### config.mk
export PLATFORM = sky130hd
export DESIGN_NAME = fphub_stream_accumulator
export DESIGN_NICKNAME = d
export VERILOG_FILES = /design/src/rtl/fphub_stream_accumulator.sv
export SDC_FILE = /design/constraint.sdc
export NUM_CORES = 1
export LEC_CHECK = 0
export ABC_AREA = 1
export BUFFER_PORTS_ARGS = -buffer_cell sky130_fd_sc_hd__buf_2
export CAP_MARGIN = 20
export CORE_UTILIZATION = 42
export CTS_BUF_LIST = sky130_fd_sc_hd__clkbuf_16
export DETAILED_ROUTE_END_ITERATION = 10
export PLACE_DENSITY = 0.87
export SLEW_MARGIN = 20
export SYNTH_ARGS = -nofsm -noshare
export SYNTH_HDL_FRONTEND = slang
export SYNTH_SLANG_ARGS = --single-unit
### constraint.sdc
create_clock -name clk -period 1.8 [get_ports clk]
set_input_delay 0.09 -clock clk [delete_from_list [all_inputs] [get_ports clk]]
set_output_delay 0.09 -clock clk [all_outputs]
set_load 0.01 [all_outputs]
### src/rtl/fphub_stream_accumulator.sv
// fphub_stream_accumulator
//   Sequential accumulation stage wrapped around an external combinational
//   FPHUB adder. The running sum is presented on add_x and the incoming
//   operand on add_y. The adder result add_z is registered back into the
//   accumulator, one add per accepted operand. When the operand flagged
//   last has been absorbed, the stage presents the sum and the element
//   count on a valid/ready output.
//
// Ports
//   clk        clock, all state on the rising edge
//   rst_n      asynchronous active-low reset
//   in_data    FPHUB operand {sign, exponent, mantissa}
//   in_valid   in_data/in_last valid
//   in_last    marks the final operand of the current sum
//   in_ready   stage accepts an operand this cycle
//   add_x      to adder X: accumulator register
//   add_y      to adder Y: in_data pass-through
//   add_z      from adder Z: X+Y, combinational
//   out_data   final sum
//   out_count  operands accumulated into out_data (saturating)
//   out_valid  out_data/out_count valid
//   out_ready  downstream accepts the result
module fphub_stream_accumulator #(
  parameter int M     = 23,
  parameter int E     = 8,
  parameter int CNT_W = 16
) (
  input  logic             clk,
  input  logic             rst_n,
  input  logic [E+M:0]     in_data,
  input  logic             in_valid,
  input  logic             in_last,
  output logic             in_ready,
  output logic [E+M:0]     add_x,
  output logic [E+M:0]     add_y,
  input  logic [E+M:0]     add_z,
  output logic [E+M:0]     out_data,
  output logic [CNT_W-1:0] out_count,
  output logic             out_valid,
  input  logic             out_ready
);

  localparam int W = E + M + 1;

  localparam logic [1:0] IDLE  = 2'd0;
  localparam logic [1:0] ACCUM = 2'd1;
  localparam logic [1:0] DONE  = 2'd2;

  logic [1:0]       state_reg, state_next;
  logic [W-1:0]     acc_reg, acc_next;
  logic [CNT_W-1:0] cnt_reg, cnt_next;
  logic [CNT_W-1:0] cnt_inc;
  logic             live_reg;
  logic             in_fire;
  logic             out_fire;

  // live_reg keeps in_ready low while reset is asserted, even though the
  // state register already reads IDLE. It rises on the first clock edge
  // after reset is released.
  assign in_ready  = live_reg && (state_reg != DONE);
  assign out_valid = (state_reg == DONE);
  assign out_data  = acc_reg;
  assign out_count = cnt_reg;

  // The adder lives outside this block, in the feedback path.
  assign add_x = acc_reg;
  assign add_y = in_data;

  assign in_fire  = in_valid && in_ready;
  assign out_fire = out_valid && out_ready;

  // Once the counter is all ones it stays there, but the sum keeps
  // absorbing operands.
  assign cnt_inc = (&cnt_reg) ? cnt_reg : cnt_reg + CNT_W'(1);

  always_comb begin
    state_next = state_reg;
    acc_next   = acc_reg;
    cnt_next   = cnt_reg;
    case (state_reg)
      IDLE: begin
        if (in_fire) begin
          // The first operand loads directly. The adder output is unused
          // because the accumulator holds no valid partial sum yet.
          acc_next   = in_data;
          cnt_next   = CNT_W'(1);
          state_next = in_last ? DONE : ACCUM;
        end
      end
      ACCUM: begin
        if (in_fire) begin
          acc_next   = add_z;
          cnt_next   = cnt_inc;
          state_next = in_last ? DONE : ACCUM;
        end
      end
      DONE: begin
        if (out_fire) begin
          // The accumulator is left as is. The next first operand overwrites it.
          cnt_next   = '0;
          state_next = IDLE;
        end
      end
      default: begin
        state_next = IDLE;
      end
    endcase
  end

  always_ff @(posedge clk or negedge rst_n) begin
    if (!rst_n) begin
      state_reg <= IDLE;
      acc_reg   <= '0;
      cnt_reg   <= '0;
      live_reg  <= 1'b0;
    end else begin
      state_reg <= state_next;
      acc_reg   <= acc_next;
      cnt_reg   <= cnt_next;
      live_reg  <= 1'b1;
    end
  end

endmodule

==> results of run 1 <==
stage by stage:
step | setup slack, ps | area [um^2] | total power [uW] | cells | util
5_1_grt | -26.5 | 4190 | 6800 | 669 | 0.569
3_3_place_gp | 110 | 3860 | 4930 | 652 | 0.523
2_1_floorplan | 154 | 3240 | 4140 | 439 | -
3_5_place_dp | 7.47 | 3860 | 5050 | 652 | 0.523
6_report | 41.5 | 4190 | 6390 | 669 | 0.569
4_1_cts | 19.5 | 4010 | 5960 | 661 | 0.544
worst paths after layout:
path                                                   to  slack, ps  depth (start not counted)
worst max-delay path             state_reg[1]$_DFFE_PN0P_         40                          9
worst min-delay path             state_reg[0]$_DFFE_PN0P_         10                          2
worst max register to register   state_reg[1]$_DFFE_PN0P_         40                          9
worst min register to register  out_count[14]$_DFFE_PN0P_        540                          2
max in group asynchronous            add_x[9]$_DFFE_PN0P_        890                          3
min in group asynchronous           add_x[30]$_DFFE_PN0P_        350                          2
logic make-up after synthesis:
kind of cell / Yosys count / synth area share
flops: 51 / 0.394
buf+inv: 108 / 0.207
xor+xnor: 5 / 0.0135
compound gates: 44 / 0.0807
fa+ha+maj: 5 / 0.0193
other cells: 1 / 0.00116
simple gates: 225 / 0.284
repair_timing:
action	in CTS	in global routing
buffers inserted	0	3
hold buffers	1	0
resized for setup	1	16
gates cloned	0	5
hold endpoints to repair	24	0
pin swaps	0	5
setup endpoints to repair	2	46
per-layer routing:
| metal | vias to the layer above | GRT usage |
|---|---|---|
| li1 | 1600 | - |
| met1 | 1573 | 0.248 |
| met2 | 148 | 0.392 |
| met3 | 9 | 0.0338 |
| met4 | 0 | 0.0519 |
| met5 | - | 0 |
cells in the final DEF, fill, tap and decap left out, types with 2 or more instances in the layout:
cell type  count
o21ai_0        5
or2_2          2
nand2_2        4
buf_6          2
clkbuf_16      9
buf_4         12
nand2_1      118
nand3_2        2
nor2_1        61
nor2_2         4
buf_12         4
inv_2          4
dfrtp_1       51
a31oi_1       32
o21ai_1        5
xor2_1         4
buf_2        182
ha_1           3
nand4_1        5
nand3_1       26
inv_1         22
layout make-up:
class,count,area share
clock buffer,5,0.0298
clock inverter,3,0.00298
inverter,26,0.0251
multi-input combinational,280,0.319
sequential,51,0.304
tap,99,0.0295
timing repair buffer,205,0.289
where the power goes:
group,total (uW),leakage [uW],internal [uW],switching (uW)
logic,3620,0.00146,1540,2080
clock network,913,0.0000762,504,409
registers,1860,0.000612,1550,310
worst max-delay path, stage by stage (launching register included):
cell,delay [ps]
dfrtp_1,410
buf_4,160
ha_4,180
inv_4,60
buf_4,250
a21oi_4,90
buf_12,140
clkbuf_16,170
nand2_1,60
o21ai_0,100
==> impl_metrics.py, run 1 <==
metrics = {
    "cts": {
        "clock_latency_ps": 290,
        "cts_tree": "done",
        "root_buffer": "clkbuf_16",
        "numCtsBuffers": 5,
        "cts_max_level": 2,
        "cts_buffer_depth": 2,
        "clkTransAtPathRegs_ps": 70,
        "clock_sinks": 51,
    },
    "sta": {
        "slew_violations": 0,
        "fmax_mhz": 569,
        "fin_tns_setup_ps": 0,
        "layout_min_cycle_time_ps": 1760,
        "fin_crit_sh": 0.977,
        "max_slew.worst_pin.slew_ps": 606,
        "finalHoldViolCount": 0,
        "relSlewSlack": 0.596,
        "setup_viol": 0,
        "finClkSkew_ps": 5.19,
        "hold_ws_ps": 12.4,
    },
    "floorplanning": {
        "die_w_um": 89.8,
        "die_h_um": 89.8,
        "dieArea_um2": 8070,
        "initial_core_util": 0.440,
        "ios": 183,
        "rows": 31,
        "core_um2": 7370,
    },
    "layout": {
        "seqCellArea_um2": 1280,
        "drive_gt1_frac": 0.407,
        "n_antenna_cell": 0,
        "area_delta_synth_final_pct": 29.5,
        "largest_register_ffs": 32,
        "fill_cells": 725,
        "multi_input_area_um2": 1340,
        "layout.nets": 643,
    },
    "worst_setup_path": {
        "critical_path_peak_fanout": 21,
        "crit_start": "state_reg[0]$_DFFE_PN0P_",
        "crit_path_start_kind": "register",
        "required_ps": 1950,
        "crit_type": "register to register",
        "arrival_ps": 1910,
        "endpoint_kind": "register",
        "r2r-start": "state_reg[0]$_DFFE_PN0P_",
    },
    "min_path": {
        "hold_path_startpoint": "in_last",
        "hold_path_class": "input pin to register",
    },
    "yosys": {
        "synth.distinct_cells": 28,
        "syn_area_um2": 3240,
        "synth_area_leaders": "dfrtp_1 (39%), buf_4 (15%), nand2_1 (14%)",
        "synth_commonest_cells": "nand2_1 (121), buf_4 (66), nor2_1 (62), dfrtp_1 (51), a31oi_1 (32)",
        "synth_flop_cell": "dfrtp_1",
        "synth.most_common_cell": "nand2_1",
        "synth-seq-cells": 51,
        "synth-edff-count": 0,
        "synthesis.nets": 513,
        "synth.largest_area_cell": "dfrtp_1",
        "yosysTopAreaCellShare": 0.394,
        "syn_area_per_cell_um2": 7.38,
        "yosys_warnings": 0,
        "yosysSeqAreaShare": 0.394,
        "synthCells": 439,
        "async_reset_ff_frac": 1.00,
    },
    "drt": {
        "viasPerCell": 4.98,
        "top_layer_used": "met4",
        "post_drt_wl_per_cell_um": 13.9,
        "drc": 0,
        "drtAntennaViolNets": 0,
        "drt-met1-wl_um": 3770,
        "wl_um": 9300,
        "wl_met2_um": 4890,
        "route.met3.wl_um": 538,
        "vias": 3330,
        "drt-pass1-iter-count": 4,
        "drt-initial-drc-count": 122,
    },
    "placed_design": {
        "numPortBuffers": 182,
        "gp_congestion": 0.903,
        "hpwl_um": 6670,
    },
    "grt": {
        "grt_pass1_wl_um": 13900,
        "grt_max_degree": 61,
        "grt_antenna_before_repair": 0,
        "grt_pass1_vias": 2982,
        "grt.total_usage": 0.209,
        "gr-total-overflow": 0,
    },
    "power": {
        "power_density_nw_per_um2": 1520,
        "p_leak_uw": 0.00215,
        "peakVddDrop_uv": 616,
    },
    "flow_run": {
        "max-cap-violations": 0,
    },
    "status": {
        "outcome": "complete, no violations",
    },
}
(Power assumes the default switching activity.)
==> run 2: changes to the inputs <==
Settings changed: CORE_ASPECT_RATIO set to 1.75.
==> run 2 against run 1 <==
Global-route usage rose by 1.5 points. Sequential power barely moved. Final area fell by 0.63%. Die area rose by 0.17%. Clock-buffer cell count did not move. Utilization fell by 1.4 points. Hold slack improved by 3.6 ps. Sequential cell count did not move. Non-clock buffer count rose by 1. Combinational power fell by 5%. Total power barely moved.
==> impl_metrics.py, run 2 (same netlist as run 1, synthesis figures left out) <==
metrics = {
    "sta": {
        "setup_slack_ps": 90.5,
        "finalHoldViolCount": 0,
        "slew_violations": 0,
        "max_slew.worst_pin.slew_ps": 712,
        "finClkSkew_ps": 7.17,
        "rsz0062_at_grt": "no",
        "fmax_mhz": 585,
        "relSlewSlack": 0.525,
        "fin_crit_sh": 0.950,
        "layout_min_cycle_time_ps": 1710,
        "setup_viol": 0,
        "hold_ws_ps": 15.9,
        "fin_tns_setup_ps": 0,
    },
    "worst_setup_path": {
        "critPathBufInv": 4,
        "crit_family": "simple AND/OR/NAND/NOR gates",
        "endpoint_kind": "register",
        "arrival_ps": 1890,
        "cp_slowest_cell": "dfrtp_1",
        "cp_cell_sequence": "inv_1, ha_1, inv_1, or2_2, nand3b_1, nor2_4, buf_12, buf_12, nand3_1, o21ai_0",
        "crit_path_start_kind": "register",
        "required_ps": 1980,
        "rrSetupSlack_ps": 90,
        "crit_type": "register to register",
        "crit_path_max_incr_delay_ps": 380,
        "critical_path_peak_fanout": 9,
    },
    "drt": {
        "drtAntennaViolNets": 0,
        "wl_um": 9220,
        "viasPerCell": 5.10,
        "post_drt_wl_per_cell_um": 14.0,
        "vias": 3361,
        "drc": 0,
        "drt-initial-drc-count": 164,
        "drt-pass1-iter-count": 4,
    },
    "floorplanning": {
        "initial_core_util": 0.431,
        "core_um2": 7510,
        "die_h_um": 118,
        "die_w_um": 68.4,
        "dieArea_um2": 8080,
        "rows": 42,
        "ios": 183,
    },
    "flow_run": {
        "max-cap-violations": 0,
    },
    "layout": {
        "final_util": 0.555,
        "final_common_cell": "buf_2",
        "fill_cells": 662,
        "seqCellArea_um2": 1280,
        "largest_register_ffs": 32,
        "multi_input_area_um2": 1320,
        "drive_gt1_frac": 0.394,
        "final_cell_mix": "buf_2 (182), nand2_1 (121), nor2_1 (62)",
        "layout.nets": 644,
        "area_delta_synth_final_pct": 28.7,
        "n_antenna_cell": 0,
    },
    "grt": {
        "grt.total_usage": 0.224,
        "grt_antenna_before_repair": 0,
        "grt_max_degree": 40,
        "grt_pass1_wl_um": 13700,
        "grt_pass1_vias": 2969,
        "gr-total-overflow": 0,
    },
    "placed_design": {
        "gp_congestion": 0.890,
        "dp_slack_ps": 73.5,
        "hpwl_um": 6930,
        "numPortBuffers": 182,
    },
    "cts": {
        "cts_max_level": 2,
        "root_buffer": "clkbuf_16",
        "clock_sinks": 51,
        "clkTransAtPathRegs_ps": 70,
        "clock_latency_ps": 290,
        "numCtsBuffers": 5,
        "cts_buffer_depth": 2,
        "cts_tree": "done",
    },
    "power": {
        "peakVddDrop_uv": 583,
        "power_density_nw_per_um2": 1530,
        "total_power_uw": 6390,
        "p_leak_uw": 0.00215,
    },
    "status": {
        "outcome": "complete, no violations",
    },
    "min_path": {
        "hold_path_class": "input pin to register",
    },
}
==> run 2: changes by cell type in the layout (fill, tap and decap cells not counted), moves of 2 or more <==
cell,previous run,this run
nand3_2,2,0
buf_4,12,15
inv_2,4,2
clkbuf_16,9,7
nand2_1,118,121
nand3_1,26,28
nand2_2,4,1
==> run 2: final timing paths <==
| kind | depth (start not counted) | start | end |
|---|---|---|---|
| max in group asynchronous | 3 | rst_n | add_x[12]$_DFFE_PN0P_ |
| worst min-delay path | 2 | in_last | state_reg[0]$_DFFE_PN0P_ |
| worst min register to register | 2 | add_x[20]$_DFFE_PN0P_ | add_x[20]$_DFFE_PN0P_ |
| worst max register to register | 10 | state_reg[0]$_DFFE_PN0P_ | out_count[5]$_DFFE_PN0P_ |
| worst max-delay path | 10 | state_reg[0]$_DFFE_PN0P_ | out_count[5]$_DFFE_PN0P_ |
| min in group asynchronous | 2 | rst_n | out_count[14]$_DFFE_PN0P_ |
==> run 2: what timing repair did <==
| item | 4_1_cts | 5_1_grt |
|---|---|---|
| endpoints found under the setup margin | 0 | 33 |
| resized for setup | 0 | 5 |
| hold endpoints to repair | 27 | 0 |
| setup buffers | 0 | 5 |
| hold buffers | 1 | 0 |
==> run 2: power by group <==
| part | internal (uW) | total [uW] | switching (uW) |
|---|---|---|---|
| combinational | 1460 | 3450 | 1990 |
| sequential | 1550 | 1850 | 308 |
| clock | 656 | 1080 | 429 |
| total | 3660 | 6390 | 2720 |
==> run 2: cell type report <==
cell class	instances	share of cell area
clock buffer	5	0.0300
clock inverter	3	0.0105
inverter	26	0.0246
multi-input combinational	280	0.316
sequential	51	0.306
tap	88	0.0264
timing repair buffer	206	0.287
==> run 2: per-layer routing <==
| metal | vias up | track usage | share of wire |
|---|---|---|---|
| met2 | 146 | 0.407 | 0.55 |
| li1 | 1605 | - | - |
| met1 | 1586 | 0.244 | 0.37 |
| met4 | 0 | 0.0924 | 0.028 |
| met5 | - | 0 | 0 |
| met3 | 24 | 0.0319 | 0.052 |
==> run 2: metrics by stage <==
stage	instances	area [um^2]
2_1_floorplan	439	3240
5_1_grt	659	4170
4_1_cts	652	4050
3_3_place_gp	643	3870
3_5_place_dp	643	3870
6_report	659	4170
==> run 2: worst register-to-register path, stage by stage (launching register included) <==
cell	delay [ps]
dfrtp_1	380
inv_1	100
ha_1	180
inv_1	50
or2_2	280
nand3b_1	140
nor2_4	50
buf_12	140
buf_12	130
nand3_1	70
o21ai_0	80
==> run 3: changes to the inputs <==
Settings changed: CELL_PAD_IN_SITES_DETAIL_PLACEMENT set to 2, CELL_PAD_IN_SITES_GLOBAL_PLACEMENT set to 2, CORE_UTILIZATION 42 to 23, PLACE_DENSITY 0.87 to 0.92.
==> run 3 against run 2 <==
Register-to-register slack lost 30 ps. Clock skew shrank 5.0 ps. Clock power shrank 15%. Utilization shrank 24 points. Final area grew 4.9%. Fmax shrank 1.7%.
==> impl_metrics.py, run 3 (same netlist as run 1, synthesis figures left out) <==
metrics = {
    "cts": {
        "cts_max_level": 2,
        "clock_sinks": 51,
        "numCtsBuffers": 5,
        "root_buffer": "clkbuf_16",
        "clock_latency_ps": 290,
        "clkTransAtPathRegs_ps": 70,
        "cts_buffer_depth": 2,
        "cts_tree": "done",
    },
    "sta": {
        "finalHoldViolCount": 0,
        "layout_min_cycle_time_ps": 1740,
        "max_slew.worst_pin.slew_ps": 596,
        "fmax_mhz": 575,
        "fin_crit_sh": 0.967,
        "finClkSkew_ps": 2.19,
        "slew_violations": 0,
        "setup_viol": 0,
        "relSlewSlack": 0.602,
        "hold_ws_ps": 40.9,
        "fin_tns_setup_ps": 0,
    },
    "layout": {
        "area_delta_synth_final_pct": 35.0,
        "final_util": 0.316,
        "largest_register_ffs": 32,
        "drive_gt1_frac": 0.414,
        "fill_cells": 1694,
        "final_cell_mix": "buf_2 (182), nand2_1 (118), nor2_1 (61)",
        "final_common_cell": "buf_2",
        "layout.nets": 650,
        "n_antenna_cell": 0,
    },
    "grt": {
        "grt_util_met2": 0.381,
        "grt-busiest-layer": "met2",
        "gr-total-overflow": 0,
        "use_met1": 0.171,
        "grt_pass1_vias": 3823,
        "grt.total_usage": 0.183,
        "grt_max_degree": 38,
        "grt_pass1_wl_um": 20500,
        "grt_antenna_before_repair": 0,
        "use_met3": 0.0205,
    },
    "power": {
        "sw_frac_of_total": 0.452,
        "pwr-share-clk": 0.138,
        "p_leak_uw": 0.00219,
        "power_density_nw_per_um2": 1520,
        "p_seq_frac": 0.282,
        "pwr-share-comb": 0.580,
        "internal_power_uw": 3640,
        "power.switching_uw": 3000,
        "peakVddDrop_uv": 447,
    },
    "worst_setup_path": {
        "rrSetupSlack_ps": 60,
        "crit_start": "state_reg[0]$_DFFE_PN0P_",
        "arrival_ps": 1930,
        "cp_slowest_cell": "dfrtp_1",
        "critical_path_peak_fanout": 5,
        "required_ps": 1990,
        "cpMostUsedCell": "nand2_2",
        "reg2reg_to": "out_count[13]$_DFFE_PN0P_",
        "endpoint_kind": "register",
        "r2r-start": "state_reg[0]$_DFFE_PN0P_",
        "crit_end": "out_count[13]$_DFFE_PN0P_",
        "crit_path_max_incr_delay_ps": 410,
        "crit_type": "register to register",
        "crit_path_start_kind": "register",
        "cp_cell_sequence": "buf_6, ha_4, inv_4, nand2_2, nand2_2, nand3b_1, nor2_4, buf_12, nand3_1, nand2_1, nor2_1",
        "reg2reg_depth": 11,
    },
    "drt": {
        "drtAntennaViolNets": 0,
        "vias": 3457,
        "drt-pass1-iter-count": 4,
        "wl_um": 13500,
        "viasPerCell": 4.58,
        "drc": 0,
        "post_drt_wl_per_cell_um": 17.8,
        "drt-initial-drc-count": 35,
    },
    "floorplanning": {
        "core_um2": 13800,
        "die_h_um": 159,
        "rows": 57,
        "dieArea_um2": 14600,
        "die_w_um": 91.7,
        "initial_core_util": 0.234,
        "ios": 183,
    },
    "placed_design": {
        "hpwl_um": 9970,
        "gp_congestion": 0.875,
        "numPortBuffers": 182,
    },
    "min_path": {
        "hold_path_class": "input pin to register",
        "holdPathStages": 2,
    },
    "flow_run": {
        "max-cap-violations": 0,
    },
    "status": {
        "outcome": "complete, no violations",
    },
}
[run 3: timing repair]
item	CTS	global route
cloned	3	2
resized for setup	5	21
setup buffers	3	4
hold buffers	1	0
endpoints found under the setup margin	38	38
pin swaps	1	4
endpoints found under the hold margin	21	0
[run 3: worst max-delay path: cells and delay by family, from the launching register on]
| kind | cells | cell delay (ps) |
|---|---|---|
| simple gates | 7 | 690 |
| buf+inv | 3 | 350 |
| flops | 1 | 410 |
| fa+ha+maj | 1 | 170 |
[run 3: worst min-delay path by stage]
stage	from	end	slack, ps
detailed placement	rst_n	add_x[26]$_DFFE_PN0P_	120
CTS	in_last	state_reg[0]$_DFFE_PN0P_	20
floorplan	rst_n	add_x[0]$_DFFE_PN0P_	-210
finish	in_last	state_reg[0]$_DFFE_PN0P_	40
global route	in_last	state_reg[0]$_DFFE_PN0P_	30
global placement	rst_n	add_x[26]$_DFFE_PN0P_	100
[run 3: final cells by class]
type / instances / area, um^2 / area share
Multi-Input combinational cell: 280 / 1350 / 0.309
Sequential cell: 51 / 1280 / 0.292
Timing Repair Buffer: 212 / 1290 / 0.294
Tap cell: 177 / 221 / 0.0507
Inverter: 26 / 103 / 0.0235
Clock buffer: 5 / 125 / 0.0286
Clock inverter: 3 / 11.3 / 0.00258
[run 3: through the flow]
step | std cells | setup WS (ps) | total power (uW) | instance area, um^2
after floorplan | 439 | 154 | 4140 | 3240
after global placement | 734 | 54.6 | 5050 | 3990
after detailed placement | 734 | -51.7 | 5290 | 3990
after CTS | 749 | 3.47 | 6480 | 4250
after global routing | 754 | -24.5 | 7130 | 4370
final | 754 | 60.3 | 6640 | 4370
[run 3: per-layer routing]
layer	routed length, um	share of wire	up-vias
met1	4460	0.33	1696
met5	0	0	-
met4	471	0.035	0
met3	487	0.036	27
met2	8030	0.60	121
li1	-	-	1613
[run 3: power groups by stage]
stage	sequential, uW	combinational (uW)	clock, uW
after floorplan	2020	2120	0
after global placement	1850	3200	0
after detailed placement	1900	3390	0
after CTS	1880	3630	974
after global routing	1940	4200	1000
final	1870	3850	918
